--- src/rtl/uart_pkg.sv ---
// Shared definitions for the UART transmit/receive path.
// Parity encodings, FSM states and legal data-width limits.
package uart_pkg;

  localparam int DATA_BITS_MIN = 5;
  localparam int DATA_BITS_MAX = 9;

  localparam logic [1:0] PAR_NONE = 2'd0;
  localparam logic [1:0] PAR_EVEN = 2'd1;
  localparam logic [1:0] PAR_ODD  = 2'd2;

  typedef enum logic [2:0] {
    IDLE,
    START,
    DATA,
    PARITY,
    STOP
  } state_e;

endpackage

--- src/rtl/uart_tx_frame_if.sv ---
// Byte handshake between a byte source and the UART serializer.
// The source is master; the serializer is slave.
interface uart_tx_frame_if #(
  parameter int DATA_BITS = 8
);
  import uart_pkg::*;

  logic [DATA_BITS-1:0] in_data;
  logic                 in_valid;
  logic                 in_ready;

  modport master (
    output in_data,
    output in_valid,
    input  in_ready
  );

  modport slave (
    input  in_data,
    input  in_valid,
    output in_ready
  );

endinterface

--- src/rtl/uart_baud_cnt.sv ---
// Baud-period down-counter: load sets a new divisor and restarts,
// expiry marks the last cycle of each bit period.
module uart_baud_cnt
  import uart_pkg::*;
#(
  parameter int DIV_W = 16
) (
  input  logic             clk,
  input  logic             rst,
  input  logic             i_load,
  input  logic             i_restart,
  input  logic [DIV_W-1:0] i_div,
  output logic             o_expire,
  output logic             o_pre
);

  localparam logic [DIV_W-1:0] ONE = DIV_W'(1);

  logic [DIV_W-1:0] r_div;
  logic [DIV_W-1:0] r_cnt;

  always_ff @(posedge clk or posedge rst) begin
    if (rst) begin
      r_div <= '0;
      r_cnt <= '0;
    end else if (i_load) begin
      r_div <= i_div;
      r_cnt <= i_div - ONE;
    end else if (i_restart || r_cnt == '0) begin
      r_cnt <= r_div - ONE;
    end else begin
      r_cnt <= r_cnt - ONE;
    end
  end

  assign o_expire = (r_cnt == '0);
  // high when the next cycle will expire, assuming no load
  assign o_pre = (r_cnt == ONE) ||
                 (r_cnt == '0 && r_div == ONE);

endmodule

--- src/rtl/uart_tx_frame.sv ---
// UART serializer with per-frame divisor, parity and stop count.
// Baud timing restarts on every accept so the start bit is exact.
module uart_tx_frame
  import uart_pkg::*;
#(
  parameter int DATA_BITS = 8,
  parameter int DIV_W     = 16
) (
  input  logic             clk,
  input  logic             rst,
  uart_tx_frame_if.slave   s_in,
  input  logic [DIV_W-1:0] baud_div,
  input  logic [1:0]       parity_mode,
  input  logic             two_stop,
  output logic             tx,
  output logic             busy,
  output logic             frame_done
);

  if (DATA_BITS < DATA_BITS_MIN ||
      DATA_BITS > DATA_BITS_MAX) begin : g_bad_width
    $error("DATA_BITS must be in 5..9");
  end

  localparam int BW =
    $clog2(DATA_BITS > 2 ? DATA_BITS : 2);
  localparam logic [BW-1:0] LAST_D = BW'(DATA_BITS - 1);
  localparam logic [BW-1:0] B_ONE  = BW'(1);

  state_e               r_state;
  logic [DATA_BITS-1:0] r_shift;
  logic [BW-1:0]        r_bit;
  logic                 r_par;
  logic [1:0]           r_pmode;
  logic                 r_two;
  logic                 r_tx;
  logic                 r_busy;
  logic                 r_ready;
  logic                 r_done;

  logic             w_acc;
  logic [DIV_W-1:0] w_div;
  logic             w_exp;
  logic             w_pre;
  logic             w_par_en;
  logic             w_par_bit;
  logic [BW-1:0]    w_last_stop;
  logic             w_stop_end;
  logic             w_fin_now;
  logic             w_fin_enter;
  logic             w_done_nxt;

  assign w_acc = s_in.in_valid && r_ready;
  assign w_div = (baud_div == '0) ? DIV_W'(1) : baud_div;

  assign w_par_en  = (r_pmode == PAR_EVEN) ||
                     (r_pmode == PAR_ODD);
  assign w_par_bit = r_par ^ r_shift[0] ^
                     (r_pmode == PAR_ODD);

  assign w_last_stop = r_two ? B_ONE : '0;
  assign w_stop_end  = (r_state == STOP) && w_exp &&
                       (r_bit == w_last_stop);

  uart_baud_cnt #(
    .DIV_W (DIV_W)
  ) u_baud (
    .clk       (clk),
    .rst       (rst),
    .i_load    (w_acc),
    .i_restart (w_stop_end),
    .i_div     (w_div),
    .o_expire  (w_exp),
    .o_pre     (w_pre)
  );

  // predict the last cycle of the final stop bit one edge early
  assign w_fin_now   = (r_state == STOP) &&
                       (r_bit == w_last_stop);
  assign w_fin_enter =
    ((r_state == DATA && r_bit == LAST_D && !w_par_en) ||
     r_state == PARITY) ? !r_two :
    (r_state == STOP && r_bit == '0 && r_two);
  assign w_done_nxt  = w_pre &&
                       (w_exp ? w_fin_enter : w_fin_now);

  always_ff @(posedge clk or posedge rst) begin
    if (rst) begin
      r_state <= IDLE;
      r_shift <= '0;
      r_bit   <= '0;
      r_par   <= 1'b0;
      r_pmode <= PAR_NONE;
      r_two   <= 1'b0;
      r_tx    <= 1'b1;
      r_busy  <= 1'b0;
      r_ready <= 1'b1;
      r_done  <= 1'b0;
    end else begin
      r_done <= w_done_nxt;
      unique case (r_state)
        IDLE: begin
          if (w_acc) begin
            r_state <= START;
            r_shift <= s_in.in_data;
            r_pmode <= parity_mode;
            r_two   <= two_stop;
            r_par   <= 1'b0;
            r_bit   <= '0;
            r_tx    <= 1'b0;
            r_busy  <= 1'b1;
            r_ready <= 1'b0;
          end
        end
        START: begin
          if (w_exp) begin
            r_state <= DATA;
            r_tx    <= r_shift[0];
          end
        end
        DATA: begin
          if (w_exp) begin
            if (r_bit == LAST_D) begin
              r_bit <= '0;
              if (w_par_en) begin
                r_state <= PARITY;
                r_tx    <= w_par_bit;
              end else begin
                r_state <= STOP;
                r_tx    <= 1'b1;
              end
            end else begin
              r_bit   <= r_bit + B_ONE;
              r_shift <= r_shift >> 1;
              r_par   <= r_par ^ r_shift[0];
              r_tx    <= r_shift[1];
            end
          end
        end
        PARITY: begin
          if (w_exp) begin
            r_state <= STOP;
            r_tx    <= 1'b1;
            r_bit   <= '0;
          end
        end
        STOP: begin
          if (w_exp) begin
            if (r_bit == w_last_stop) begin
              r_state <= IDLE;
              r_bit   <= '0;
              r_busy  <= 1'b0;
              r_ready <= 1'b1;
            end else begin
              r_bit <= r_bit + B_ONE;
            end
          end
        end
        default: begin
          r_state <= IDLE;
          r_tx    <= 1'b1;
          r_busy  <= 1'b0;
          r_ready <= 1'b1;
        end
      endcase
    end
  end

  assign s_in.in_ready = r_ready;
  assign tx            = r_tx;
  assign busy          = r_busy;
  assign frame_done    = r_done;

endmodule

--- src/flat_wrapper.sv ---
// flat-port wrapper written by rule: the top's interface ports become plain ports
module uart_tx_frame_flat import uart_pkg::*;
#(
  parameter int DATA_BITS = 8,
  parameter int DIV_W     = 16
)
  (clk, rst, baud_div, parity_mode, two_stop, tx, busy, frame_done, s_in_in_data, s_in_in_valid, s_in_in_ready);
  uart_tx_frame_if #(.DATA_BITS(DATA_BITS)) s_in_i ();
  input  logic clk;
  input  logic rst;
  input  logic [DIV_W-1:0] baud_div;
  input  logic [1:0] parity_mode;
  input  logic two_stop;
  output logic tx;
  output logic busy;
  output logic frame_done;
  input wire logic [$bits(s_in_i.in_data)-1:0] s_in_in_data;
  input wire logic [$bits(s_in_i.in_valid)-1:0] s_in_in_valid;
  output wire logic [$bits(s_in_i.in_ready)-1:0] s_in_in_ready;
  assign s_in_i.in_data = s_in_in_data;
  assign s_in_i.in_valid = s_in_in_valid;
  assign s_in_in_ready = s_in_i.in_ready;
  uart_tx_frame #(.DATA_BITS(DATA_BITS), .DIV_W(DIV_W)) u_core (.clk(clk), .rst(rst), .s_in(s_in_i), .baud_div(baud_div), .parity_mode(parity_mode), .two_stop(two_stop), .tx(tx), .busy(busy), .frame_done(frame_done));
endmodule
--- config.mk ---
export PLATFORM = sky130hd
export DESIGN_NAME = uart_tx_frame_flat
export DESIGN_NICKNAME = d
export VERILOG_FILES = /design/src/rtl/uart_pkg.sv /design/src/rtl/uart_tx_frame_if.sv /design/src/rtl/uart_baud_cnt.sv /design/src/rtl/uart_tx_frame.sv /design/src/flat_wrapper.sv
export SDC_FILE = /design/constraint.sdc
export NUM_CORES = 1
export LEC_CHECK = 0
export ABC_AREA = 0
export CAP_MARGIN = 10
export CELL_PAD_IN_SITES_DETAIL_PLACEMENT = 1
export CELL_PAD_IN_SITES_GLOBAL_PLACEMENT = 1
export CORE_MARGIN = 2
export CORE_UTILIZATION = 45
export DETAILED_ROUTE_END_ITERATION = 16
export PLACE_DENSITY = 0.93
export SYNTH_ARGS = -nofsm -noshare
export SYNTH_HDL_FRONTEND = slang
export SYNTH_SLANG_ARGS = --single-unit
--- constraint.sdc ---
create_clock -name clk -period 6.5 [get_ports clk]
set_clock_uncertainty 0.05 [all_clocks]
set_input_delay 1.3 -clock clk [delete_from_list [all_inputs] [get_ports clk]]
set_output_delay 1.3 -clock clk [all_outputs]
set_load 0.02 [all_outputs]
### Yosys cells after proc, flatten, opt, wreduce, memory -nomap -nowiden

Index checks and enable logic that the tools add are counted.

* div/mod/pow operators: 0
* bitwise logic cells: 4
* $add $sub $neg: 4
* order comparisons: 0
* mux-type cells: 43
* reduce and logical (&&, ||, !) cells: 29
* equal/unequal tests: 18
* multiply operators: 0
* shift-type cells: 0

Operators by type and width (number)
* 2-to-1 mux 16 bit: 3
* subtractor 16 x 1 -> 16 bit (second input constant): 3
* 2-to-1 mux 3 bit: 14
* == test 16 x 1 -> 1 bit (second input constant): 2
* zero test 16 bit: 2
* 2-to-1 mux 8 bit: 3
* 2-to-1 mux 1 bit: 16
* case mux 8 bit (2 select lines): 1
* case mux 3 bit (5 select lines): 1
* case mux 3 bit (4 select lines): 1
* logical AND 1 bit: 10
* AND reduction 5 bit: 2
* != test 2 x 1 -> 1 bit (second input constant): 4
* != test 2 bit (second input constant): 4
* AND reduction 4 bit: 2
* AND reduction 7 bit: 1
* == test 3 x 2 -> 1 bit (second input constant): 2
* == test 3 bit (second input constant): 2
* zero test 3 bit: 2
* case mux 1 bit (3 select lines): 2
* case mux 1 bit (5 select lines): 1
* logical OR 1 bit: 4
* nonzero test 4 bit: 1
* adder 3 x 1 -> 3 bit (second input constant): 1
* 11 further kinds: 14

* bits in registers: 54
* memories kept: 0
* bits in latches: 0
* logic and storage cells: 110
* RAM bits: 0
* input port bits: 30
* output and inout port bits: 4
* ROM bits: 0

### Depth between registers and ports, before layout

* word-level depth: 8
* depth in mapped cells: 11
* depth with buffers taken out: 10

### Cells and area by module

Synthesis repeated with hierarchy kept, for this count alone.

* cell total of the unflattened synthesis: 375
* area total of the unflattened synthesis: 3562.2 sq um

Modules (own cells, without submodules)
* uart_baud_cnt: instances 1, sequential area each 800.8 sq um, cells an instance 225, area each 2187.1 sq um
* uart_tx_frame: instances 1, sequential area each 553.0 sq um, cells an instance 150, area each 1375.1 sq um

### Least setup slack after synthesis

No wires, ideal clock.

* path kind: input to register
* from: in baud_div[7]
* to: reg u_core.u_baud.r_cnt[14]
* library setup time: 0.137 ns
* cell stages on the path: 10
* required time: 6.313 ns
* setup slack: 3.170 ns
* arrival: 3.143 ns
* path buffers: 0
* path through: nor4_1 > nand4_1 > nor4_1 > nor2_1 > ha_1 > nor3b_1 > and4b_1 > nand2_1 > xor2_1 > a21oi_1

* word-level cells in the longest chain between the ends: 4

Ends and longest elaborated chain
* from (decl): RTL line flat_wrapper.sv:11 `input logic [DIV_W-1:0] baud_div;`
* zero test 16 bit: RTL line uart_tx_frame.sv:54 `assign w_div = (baud_div == '0) ? DIV_W'(1) : baud_div;`
* 2-to-1 mux 16 bit *: RTL line uart_tx_frame.sv:54
* subtractor 16 x 1 -> 16 bit *: RTL line uart_baud_cnt.sv:28 `r_cnt <= i_div - ONE;`
* 2-to-1 mux 16 bit *: RTL line uart_baud_cnt.sv:26 `end else if (i_load) begin`
* to (signal assigned): RTL line uart_baud_cnt.sv:28
* to (signal assigned): RTL line uart_baud_cnt.sv:30 `r_cnt <= r_div - ONE;`
* to (signal assigned): RTL line uart_baud_cnt.sv:32 `r_cnt <= r_cnt - ONE;`
* to (decl): RTL line uart_baud_cnt.sv:20 `logic [DIV_W-1:0] r_cnt;`

Mark *: on every way between the ends. The rest lies on a longest branch, timed or not.
A chain may end at the register's enable or synchronous reset.

### Worst setup path in the final report

Ends and elaborated chain as after synthesis.

==> metrics <==
Post-Synth Adder-Cell Area=3.555%; core box area=0.007647 mm²; FFs w/ async S/R, synth=100.0%; design area=0.004006 mm²; grt ovf=0; pre-CTS WS=2.240 ns; Max Buffers Root-to-Sink=2; 1st-pass router iterations=4; Worst Hold Launch=u_core.r_shift[3]; Final ANT Viol Nets=0; max-cap viol count=0; VDD IR max=0.06936 mV; status=complete, no violations; area fraction in compound gates after synthesis=16.35%; Post-Syn Area per Cell=8.648 µm²; # clock sinks=54; post-DR wirelength/cell=18.74 µm; synthesis-stage register bit count=54; main combinational cell family by area after synthesis=simple AND/OR/NAND/NOR gates; Area contributors post-synth=dfrtp_1 37%, nand2_1 7.8%, xor2_1 5.0%; CTS Buf Count=5; unrepaired setup endpoints after global routing=no; RR Endpoint=u_core.r_bit[0]; final hold viol count=0; fin. max-slew vios=0; count of cell types in the netlist=62; FMAX=0.2539 GHz; clock power share=35.1%; layout cells sized above 1=8.314%; CP top delay family=simple AND/OR/NAND/NOR gates; Critical path buffers and inverters=1; layout net count=472; LEAKAGE=1.751 nW; Post-CTS Setup Bufs=0; synthesized area=0.003520 mm²; fin util=52.39%; Layout area overhead=13.83%; clock latency on the worst-skew pair=0.32 ns; placed cell area=0.003916 mm²; number of cells on the worst reg-to-reg path=6; count of synthesis-stage warnings from yosys=0; final setup vio count=0; Fin Hold WS=0.4487 ns; DP Cell Count=527; Reg2Reg Setup Slack=3.71 ns; CTS H-tree depth=2; P_sw=0.1382 mW; CTS tree=done; Die X=92.44 µm; share of the synthesized area in the top cell type=36.97%; Syn Nets=447; final period utilization=60.59%; most numerous cell in the Yosys netlist=nand2_1; Row Count=32; xor-xnor portion of the synthesized cell area=7.963%; Logic pwr share=7.3%; Filler Cells Inserted=902; WP data arrival=4.08 ns; sequential fraction of the synthesis area=38.46%; min Tclk post-route=3.938 ns; Post-synth EDFFs=0; DIE AREA=0.008545 mm²; gp weighted congestion=0.8652; max_slew headroom=50.17%; Yosys top cell by area=dfrtp_1; Cell Chain, Critical Path=clkdlybuf4s50_1 -> nor4_1 -> nand4_1 -> nor4_1 -> nor2_1 -> ha_1 -> nor3b_1 -> and4b_1 -> nand2_1 -> xor2_1 -> a21oi_1; crit-path max cell delay=0.66 ns; DP HPWL=7.440 mm; Cell Pwr Density=145.5 mW/mm²; vias in the first global route=3513; Top FF cell, synth=dfrtp_1; switch share=23.71%; worst-path maximum fanout=5; mux share of post-synthesis cell area=2.382%; clk slew on worst S/H paths=0.10 ns; port bufs=33; slew of the pin with the lowest slew margin=0.7419 ns; DR vias=3188; Synth Area in Simple Gates=26.88%; number of non-filler instances in the completed layout=535; CTS Root Cell=clkbuf_8; fin worst setup slack=2.562 ns; TNS Setup=0 ns; hold path depth=2; Critical Path RT=6.65 ns; Critical Path Slowest Stage Cell=nor4_1; post-synthesis cell count=407; # diodes=0; final WL=10.03 mm; I/O pins=34; Internal=0.4446 mW; Worst setup SP type=input pin; via density per instance=5.959; Most Frequent Cell on Critical Path=nor4_1; worst hold path class=reg -> reg; Power Total=0.5828 mW; largest net degree at the start of global routing=55; Die Height=92.44 µm; endpoint with the worst hold slack=u_core.r_shift[3]; initial DRC count=211; Post-route DRC=0; cts repair resizes=0; crit path capture type=flop; Seq pwr share=57.6%; initial antenna violation count=0; crit path kind=in -> reg; global-route wire length before repair=17.28 mm; Initial Util=46.02%; RR Startpoint=u_core.u_baud.r_cnt[1]; Tot GR Track Use=25.27%; Crit path depth=11; Post-CTS Hold Fix Bufs=0; most instantiated cells after synthesis=73 x nand2_1, 52 x dfrtp_1, 28 x o21ai_0
## placed cells by master, fill, tap and decap left out, drive strengths merged, types with 3 or more instances in the layout
cell,netlist,final
a21oi,18,18
a22oi,7,7
a31o,3,3
buf,7,4
clkbuf,12,8
clkdlybuf4s50,0,33
dfrtp,52,52
ha,10,10
inv,17,17
mux2,3,3
mux2i,5,5
nand2,73,73
nand2b,3,3
nand3,11,11
nand4,4,4
nor2,20,20
nor3,20,20
nor3b,3,3
nor4,14,14
o211ai,4,4
o21ai,28,28
o22ai,3,3
o31ai,3,3
or2,3,3
or3,7,7
or3b,3,3
or4,8,8
xnor2,12,12
xor2,20,20
## registers in the layout, summed over array words and instances (netlist names)
register,count
u_core.u_baud.r_cnt,16
u_core.r_pmode,2
u_core.frame_done,1
u_core.s_in.in_ready,1
u_core.r_par,1
u_core.r_shift,8
u_core.r_bit,3
u_core.tx,1
u_core.u_baud.r_div,16
u_core.r_state,3
u_core.r_two,1
u_core.busy,1
## area by class of cell
class | count | area (µm²) | area share, %
flip-flops and latches | 54 | 1354 | 33.79
inverters | 17 | 63.81 | 1.593
well taps | 102 | 127.6 | 3.186
repair buffers | 37 | 360.3 | 8.994
multi-input cells | 317 | 2011 | 50.19
clock buffers | 8 | 90.09 | 2.249
## worst min-delay path, stage by stage (launching register included)
cell     delay [ns]
dfrtp_1        0.36
nand2_1        0.05
o21ai_0        0.06
## worst max-delay path by stage
stage                           start                      end  slack (ns)
final                     baud_div[7]  u_core.u_baud.r_cnt[14]        2.56
after global routing      baud_div[7]  u_core.u_baud.r_cnt[14]        2.33
after CTS                 baud_div[7]  u_core.u_baud.r_cnt[14]        2.58
after detailed placement  baud_div[7]  u_core.u_baud.r_cnt[14]        2.24
after global placement    baud_div[7]  u_core.u_baud.r_cnt[14]        2.46
after floorplan           baud_div[7]  u_core.u_baud.r_cnt[14]        3.17
## layer usage
metal  wire (µm)  share of wire, %  GRT usage, %  vias to the layer above
met5           0                 0             0                        -
met4         213               2.1         9.577                        0
met3         217               2.2         2.929                       18
met2        5207                52         45.74                       49
met1        4388                44         30.65                     1614
li1            -                 -             -                     1507
## power by group through the flow
stage	sequential [mW]	combinational, mW	clock, mW
2_1_floorplan	0.342	0.0144	0
3_3_place_gp	0.342	0.0416	0
3_5_place_dp	0.342	0.0426	0
4_1_cts	0.336	0.0427	0.205
5_1_grt	0.336	0.0466	0.221
6_report	0.336	0.0425	0.205
## cells by family (layout without fill, tap and decap cells)
kind of cell | Yosys count | after routing
XOR/XNOR | 32 | 32
buffers and inverters | 36 | 62
flip-flops | 54 | 54
AND/OR/NAND/NOR | 180 | 180
multiplexers | 8 | 8
AO/OA/AOI/OAI | 87 | 87
adder cells (fa/ha/maj) | 10 | 10
No activity file was read; power rests on OpenSTA's default activity.
